$ cat src/rtl/instr_mem_loader.sv
`default_nettype none
// ============================================================================
// Module   : instr_mem_loader
// Function : Byte-stream loader. It assembles bytes into little-endian 32-bit
//            words, writes them to the instruction memory and holds the CPU
//            while a load is in progress.
// Options  : LOADER_CHECKSUM_EN adds a trailing XOR checksum byte.
// Revision : 1.0
// ============================================================================
module instr_mem_loader #(
    parameter logic [31:0] BASE_ADDR = 32'h0000_0000,
    parameter int          MAX_WORDS = 256,
    parameter int          CNT_W     = 16
) (
    input  logic             clk,
    input  logic             rst_n,
    input  logic             start,
    input  logic [7:0]       byte_in,
    input  logic             byte_valid,
    output logic             byte_ready,
    output logic             wr_en,
    output logic [31:0]      wr_addr,
    output logic [31:0]      wr_data,
    output logic             cpu_hold,
    output logic             done,
    output logic             err,
    output logic [CNT_W-1:0] word_count
);

    localparam logic [2:0] c_st_idle   = 3'd0;
    localparam logic [2:0] c_st_len_hi = 3'd1;
    localparam logic [2:0] c_st_len_lo = 3'd2;
    localparam logic [2:0] c_st_data   = 3'd3;
    localparam logic [2:0] c_st_write  = 3'd4;
    localparam logic [2:0] c_st_done   = 3'd5;
    localparam logic [2:0] c_st_csum   = 3'd6;

    localparam logic [CNT_W-1:0] c_max_words = CNT_W'(MAX_WORDS);

    logic [2:0]       r_state;
    logic [2:0]       w_state_nxt;
    logic [CNT_W-1:0] r_len;
    logic [1:0]       r_idx;
    logic [31:0]      r_word;
    logic [31:0]      r_wr_addr;
    logic [31:0]      r_wr_data;
    logic             r_err;
    logic [CNT_W-1:0] r_word_count;

    logic             w_accept;
    logic             w_start_ok;
    logic [CNT_W-1:0] w_len_new;
    logic [CNT_W-1:0] w_cnt_inc;
    logic             w_last;

    assign w_accept   = byte_valid & byte_ready;
    assign w_start_ok = start & ((r_state == c_st_idle) | (r_state == c_st_done));
    assign w_len_new  = CNT_W'({r_len[15:8], byte_in});
    assign w_cnt_inc  = r_word_count + CNT_W'(1);
    assign w_last     = (w_cnt_inc == r_len);

    assign wr_addr    = r_wr_addr;
    assign wr_data    = r_wr_data;
    assign err        = r_err;
    assign word_count = r_word_count;

    always_ff @(posedge clk) begin
        if (!rst_n) begin
            r_state <= c_st_idle;
        end else begin
            r_state <= w_state_nxt;
        end
    end

    always_comb begin
        w_state_nxt = r_state;
        byte_ready  = 1'b0;
        cpu_hold    = 1'b0;
        wr_en       = 1'b0;
        done        = 1'b0;
        case (r_state)
            c_st_idle: begin
                if (start) w_state_nxt = c_st_len_hi;
            end
            c_st_len_hi: begin
                byte_ready = 1'b1;
                cpu_hold   = 1'b1;
                if (w_accept) w_state_nxt = c_st_len_lo;
            end
            c_st_len_lo: begin
                byte_ready = 1'b1;
                cpu_hold   = 1'b1;
                if (w_accept) begin
                    if ((w_len_new == '0) || (w_len_new > c_max_words)) w_state_nxt = c_st_done;
                    else                                                  w_state_nxt = c_st_data;
                end
            end
            c_st_data: begin
                byte_ready = 1'b1;
                cpu_hold   = 1'b1;
                if (w_accept && (r_idx == 2'd3)) w_state_nxt = c_st_write;
            end
            c_st_write: begin
                cpu_hold = 1'b1;
                wr_en    = 1'b1;
`ifdef LOADER_CHECKSUM_EN
                w_state_nxt = w_last ? c_st_csum : c_st_data;
`else
                w_state_nxt = w_last ? c_st_done : c_st_data;
`endif
            end
`ifdef LOADER_CHECKSUM_EN
            c_st_csum: begin
                byte_ready = 1'b1;
                cpu_hold   = 1'b1;
                if (w_accept) w_state_nxt = c_st_done;
            end
`endif
            c_st_done: begin
                done = 1'b1;
                if (start) w_state_nxt = c_st_len_hi;
            end
            default: w_state_nxt = c_st_idle;
        endcase
    end

`ifdef LOADER_CHECKSUM_EN
    logic [7:0] r_csum;
`endif

    always_ff @(posedge clk) begin
        if (!rst_n) begin
            r_len        <= '0;
            r_idx        <= '0;
            r_word       <= '0;
            r_wr_addr    <= '0;
            r_wr_data    <= '0;
            r_err        <= 1'b0;
            r_word_count <= '0;
`ifdef LOADER_CHECKSUM_EN
            r_csum       <= '0;
`endif
        end else begin
            if (w_start_ok) begin
                r_err        <= 1'b0;
                r_word_count <= '0;
                r_idx        <= '0;
`ifdef LOADER_CHECKSUM_EN
                r_csum       <= '0;
`endif
            end
            case (r_state)
                c_st_len_hi: if (w_accept) r_len <= CNT_W'({byte_in, 8'h00});
                c_st_len_lo: begin
                    if (w_accept) begin
                        r_len <= w_len_new;
                        if (w_len_new > c_max_words) r_err <= 1'b1;
                    end
                end
                c_st_data: begin
                    if (w_accept) begin
                        r_word[{r_idx, 3'b000} +: 8] <= byte_in;
                        r_idx <= r_idx + 2'd1;
`ifdef LOADER_CHECKSUM_EN
                        r_csum <= r_csum ^ byte_in;
`endif
                        // Latch the write port one cycle early so it is stable throughout WRITE.
                        if (r_idx == 2'd3) begin
                            r_wr_data <= {byte_in, r_word[23:0]};
                            r_wr_addr <= BASE_ADDR + (32'(r_word_count) << 2);
                        end
                    end
                end
                c_st_write: r_word_count <= w_cnt_inc;
`ifdef LOADER_CHECKSUM_EN
                c_st_csum: if (w_accept && (byte_in != r_csum)) r_err <= 1'b1;
`endif
                default: ;
            endcase
        end
    end

endmodule
`default_nettype wire
$ cat config.mk
export PLATFORM = sky130hd
export DESIGN_NAME = instr_mem_loader
export DESIGN_NICKNAME = d
export VERILOG_FILES = /design/src/rtl/instr_mem_loader.sv
export SDC_FILE = /design/constraint.sdc
export NUM_CORES = 1
export LEC_CHECK = 0
export ABC_AREA = 1
export ABC_CLOCK_PERIOD_IN_PS = 3600
export BUFFER_PORTS_ARGS = -buffer_cell sky130_fd_sc_hd__buf_2
export CAP_MARGIN = 20
export CORE_AREA = 5 5 138 140
export CTS_CLUSTER_SIZE = 8
export DETAILED_ROUTE_END_ITERATION = 8
export DIE_AREA = 0 0 143 145
export HOLD_SLACK_MARGIN = 0.06
export PLACE_DENSITY = 0.56
export SLEW_MARGIN = 15
export SYNTH_ARGS = -nofsm -noshare
export SYNTH_HDL_FRONTEND = slang
export SYNTH_SLANG_ARGS = --single-unit
$ cat constraint.sdc
create_clock -name clk -period 3.6 [get_ports clk]
set_input_delay 0.54 -clock clk [delete_from_list [all_inputs] [get_ports clk]]
set_output_delay 0.54 -clock clk [all_outputs]
set_load 0.005 [all_outputs]
==> flow_summary.yaml <==
run_status:
  outcome: "completed"
worst_setup_path:
  cp_top_family: "buffers and inverters"
  max_stage_delay_ns: 0.36
  r2r-end: "wr_addr[9]$_SDFFE_PN0P_"
  timing.rr.start: "r_state[0]$_SDFFE_PN0P_"
  cpMostUsedCell: "inv_2"
  cp_slowest_cell: "dfxtp_1"
  startpoint_type: "flip-flop"
  worstRegToRegCells: 11
  crit_chain: "inv_1 > nor2_2 > inv_2 > nor2_2 > inv_2 > nor2_4 > nand2_2 > inv_2 > buf_4 > o21ai_0 > a21oi_1"
  cp.required_ns: 3.89
  cp.arrival_ns: 2.66
  crit_path_end_kind: "flip-flop"
  rrSetupSlack_ns: 1.22
  crit_type: "reg -> reg"
  path_buf_inv: 5
  path_max_fanout: 32
yosys:
  synth.distinct_cells: 29
  synth_most_common_cell: "nand2_1"
  synthesis.area_um2: 5197
  yosys-top-cells-area: "dfxtp_1, nand2_1, o21ai_0, nor2_1, a21oi_1"
  synth-edff-count: 0
  synth_seq_cells: 110
  synth_area_per_cell_um2: 7.120
  synth_area_leader_cell: "dfxtp_1"
  synth_top_area_share: 0.4237
  yosysSeqAreaShare: 0.4237
  ys.flop_type: "dfxtp_1"
  netlist_instances: 730
  async_reset_ff_frac: 0
  synth_warnings: 0
  synth_commonest_cells: "nand2_1, dfxtp_1, nor2_1, o21ai_0, a21oi_1"
timing:
  hold_ws_ns: 0.4650
  tightest_slew_ns: 0.7148
  maxSlewHeadroom: 0.5229
  finalHoldViolCount: 0
  min_period_ns: 2.376
  fin_tns_setup_ns: 0
  max_freq_ghz: 0.4209
  fin_crit_sh: 0.6599
  rsz0062_at_grt: "no"
  maxSlewViolCount: 0
  fin_skew_ns: 0.01109
  setup_viol: 0
routing:
  drt-total-wl_mm: 14.75
  drc: 0
  first_pass_iters: 5
  vias: 4906
  vias_per_cell: 4.758
  avgRoutedWirePerCell_um: 14.31
  drtIter0Drc: 359
  drtAntennaViolNets: 0
floorplanning:
  start_util: 0.2933
  die_h_um: 145
  core_area_um2: 17720
  num_rows: 49
  ios: 97
  dieWidth_um: 143
  die_area_um2: 20740
finish:
  stdcell_count: 1031
  drive_gt1_frac: 0.1596
  areaGrowthSynthToFinish_pct: 16.06
  nets: 815
  utilization: 0.3404
  design_area_um2: 6032
  antenna_cells: 0
  fill_cells: 1926
cts:
  cts_sinks: 110
  cts_tree: "built"
  ctsResizeCount: 0
  cts_buffers: 9
  path_clk_slew_ns: 0.08
  clockRootBuffer: "clkbuf_16"
  cts-hold-fix-buffers: 0
  cts_htree_levels: 3
  worstSkewPairLatency_ns: 0.36
  cts_buffer_depth: 2
  cts_setup_buffers: 0
hold_path:
  hp-class: "reg -> reg"
  worstHoldStart: "r_word[0]$_SDFFE_PN0P_"
  holdPathEnd: "r_word[0]$_SDFFE_PN0P_"
  worstHoldPathCells: 2
placement:
  postPlaceCellArea_um2: 5725
  place_inst: 1015
  gp_routability_congestion: 0.8665
  dpl.hpwl_mm: 10.90
  port_buffers: 80
run:
  maxCapViolations: 0
pwr:
  irDropWorstVdd_mv: 0.2190
  p_per_area_nw_per_um2: 474.5
  leakage_nw: 2.703
global_routing:
  grt_pass1_wl_mm: 23.89
  grt_start_max_net_pins: 69
  antenna_found_initial: 1
  overflow: 0
  track_usage: 0.1431
  grt_pass1_vias: 4494
-- state kept, by name, indices dropped and copies added (netlist names) --
register	count
wr_data	32
r_word	24
r_len	16
word_count	16
wr_addr	16
r_state	3
r_idx	2
err	1
-- through the flow --
step / setup slack, ns / total power [mW]
finish: 1.224 / 2.862
global route: 0.8990 / 3.020
CTS: 1.178 / 2.893
detailed placement: 1.236 / 1.849
global placement: 1.321 / 1.857
floorplan: 1.817 / 1.708
-- how the worst max path moves through the flow --
stage                     slack, ns  depth (start not counted)                       end                  startpoint
final                          1.22                         11   wr_addr[9]$_SDFFE_PN0P_     r_state[0]$_SDFFE_PN0P_
after global routing           0.90                         11  wr_addr[16]$_SDFFE_PN0P_     r_state[0]$_SDFFE_PN0P_
after CTS                      1.18                         11   wr_addr[5]$_SDFFE_PN0P_     r_state[0]$_SDFFE_PN0P_
after detailed placement       1.24                         11   wr_addr[9]$_SDFFE_PN0P_     r_state[0]$_SDFFE_PN0P_
after global placement         1.32                         11  wr_addr[10]$_SDFFE_PN0P_     r_state[0]$_SDFFE_PN0P_
after floorplan                1.82                         16   r_state[1]$_SDFFE_PN0P_  word_count[0]$_SDFFE_PN0P_
-- routing by layer --
metal / global-route usage / up-vias / part of all wire
li1: - / 2508 / -
met1: 0.1996 / 2277 / 0.47
met2: 0.2218 / 99 / 0.46
met3: 0.03159 / 20 / 0.051
met4: 0.04183 / 2 / 0.017
met5: 0 / - / 0.00088
-- cell type report --
class	instances	area, um^2	area share
multi-input cells	518	2525	0.4186
flip-flops and latches	110	2202	0.3651
repair buffers	85	437.9	0.07260
well taps	229	286.5	0.04750
inverters	73	274.0	0.04543
clock buffers	10	229.0	0.03796
clock inverters	6	77.57	0.01286
-- cells by family after synthesis --
group,share of synthesized area
XOR/XNOR,0.004573
flip-flops,0.4237
adder cells (fa/ha/maj),0.01444
AO/OA/AOI/OAI,0.1825
buffers and inverters,0.1013
AND/OR/NAND/NOR,0.2727
other,0.0007215
-- power breakdown --
group          internal [mW]  switching (mW)  leakage, nW  total, mW
registers               1.26          0.0445        0.887       1.31
clock network          0.554           0.486        0.147       1.04
logic                  0.160           0.356         1.67      0.515
total                   1.98           0.887         2.70       2.86
-- layout by cell type (no fill, tap or decap), drive strengths merged --
cell type,n
a211oi,10
a21oi,67
buf,85
bufinv,1
clkbuf,10
clkinv,2
clkinvlp,1
conb,16
dfxtp,110
ha,6
inv,75
nand2,155
nand3,56
nand4,13
nor2,100
nor3,3
nor4,1
o211a,16
o211ai,1
o21ai,72
o22ai,1
xor3,1
-- worst min-delay path, cell delays in order (launching register included) --
cell     delay (ns)
dfxtp_1        0.31
nand2_1        0.06
a21oi_1        0.05
No activity file was read; power rests on OpenSTA's default activity.
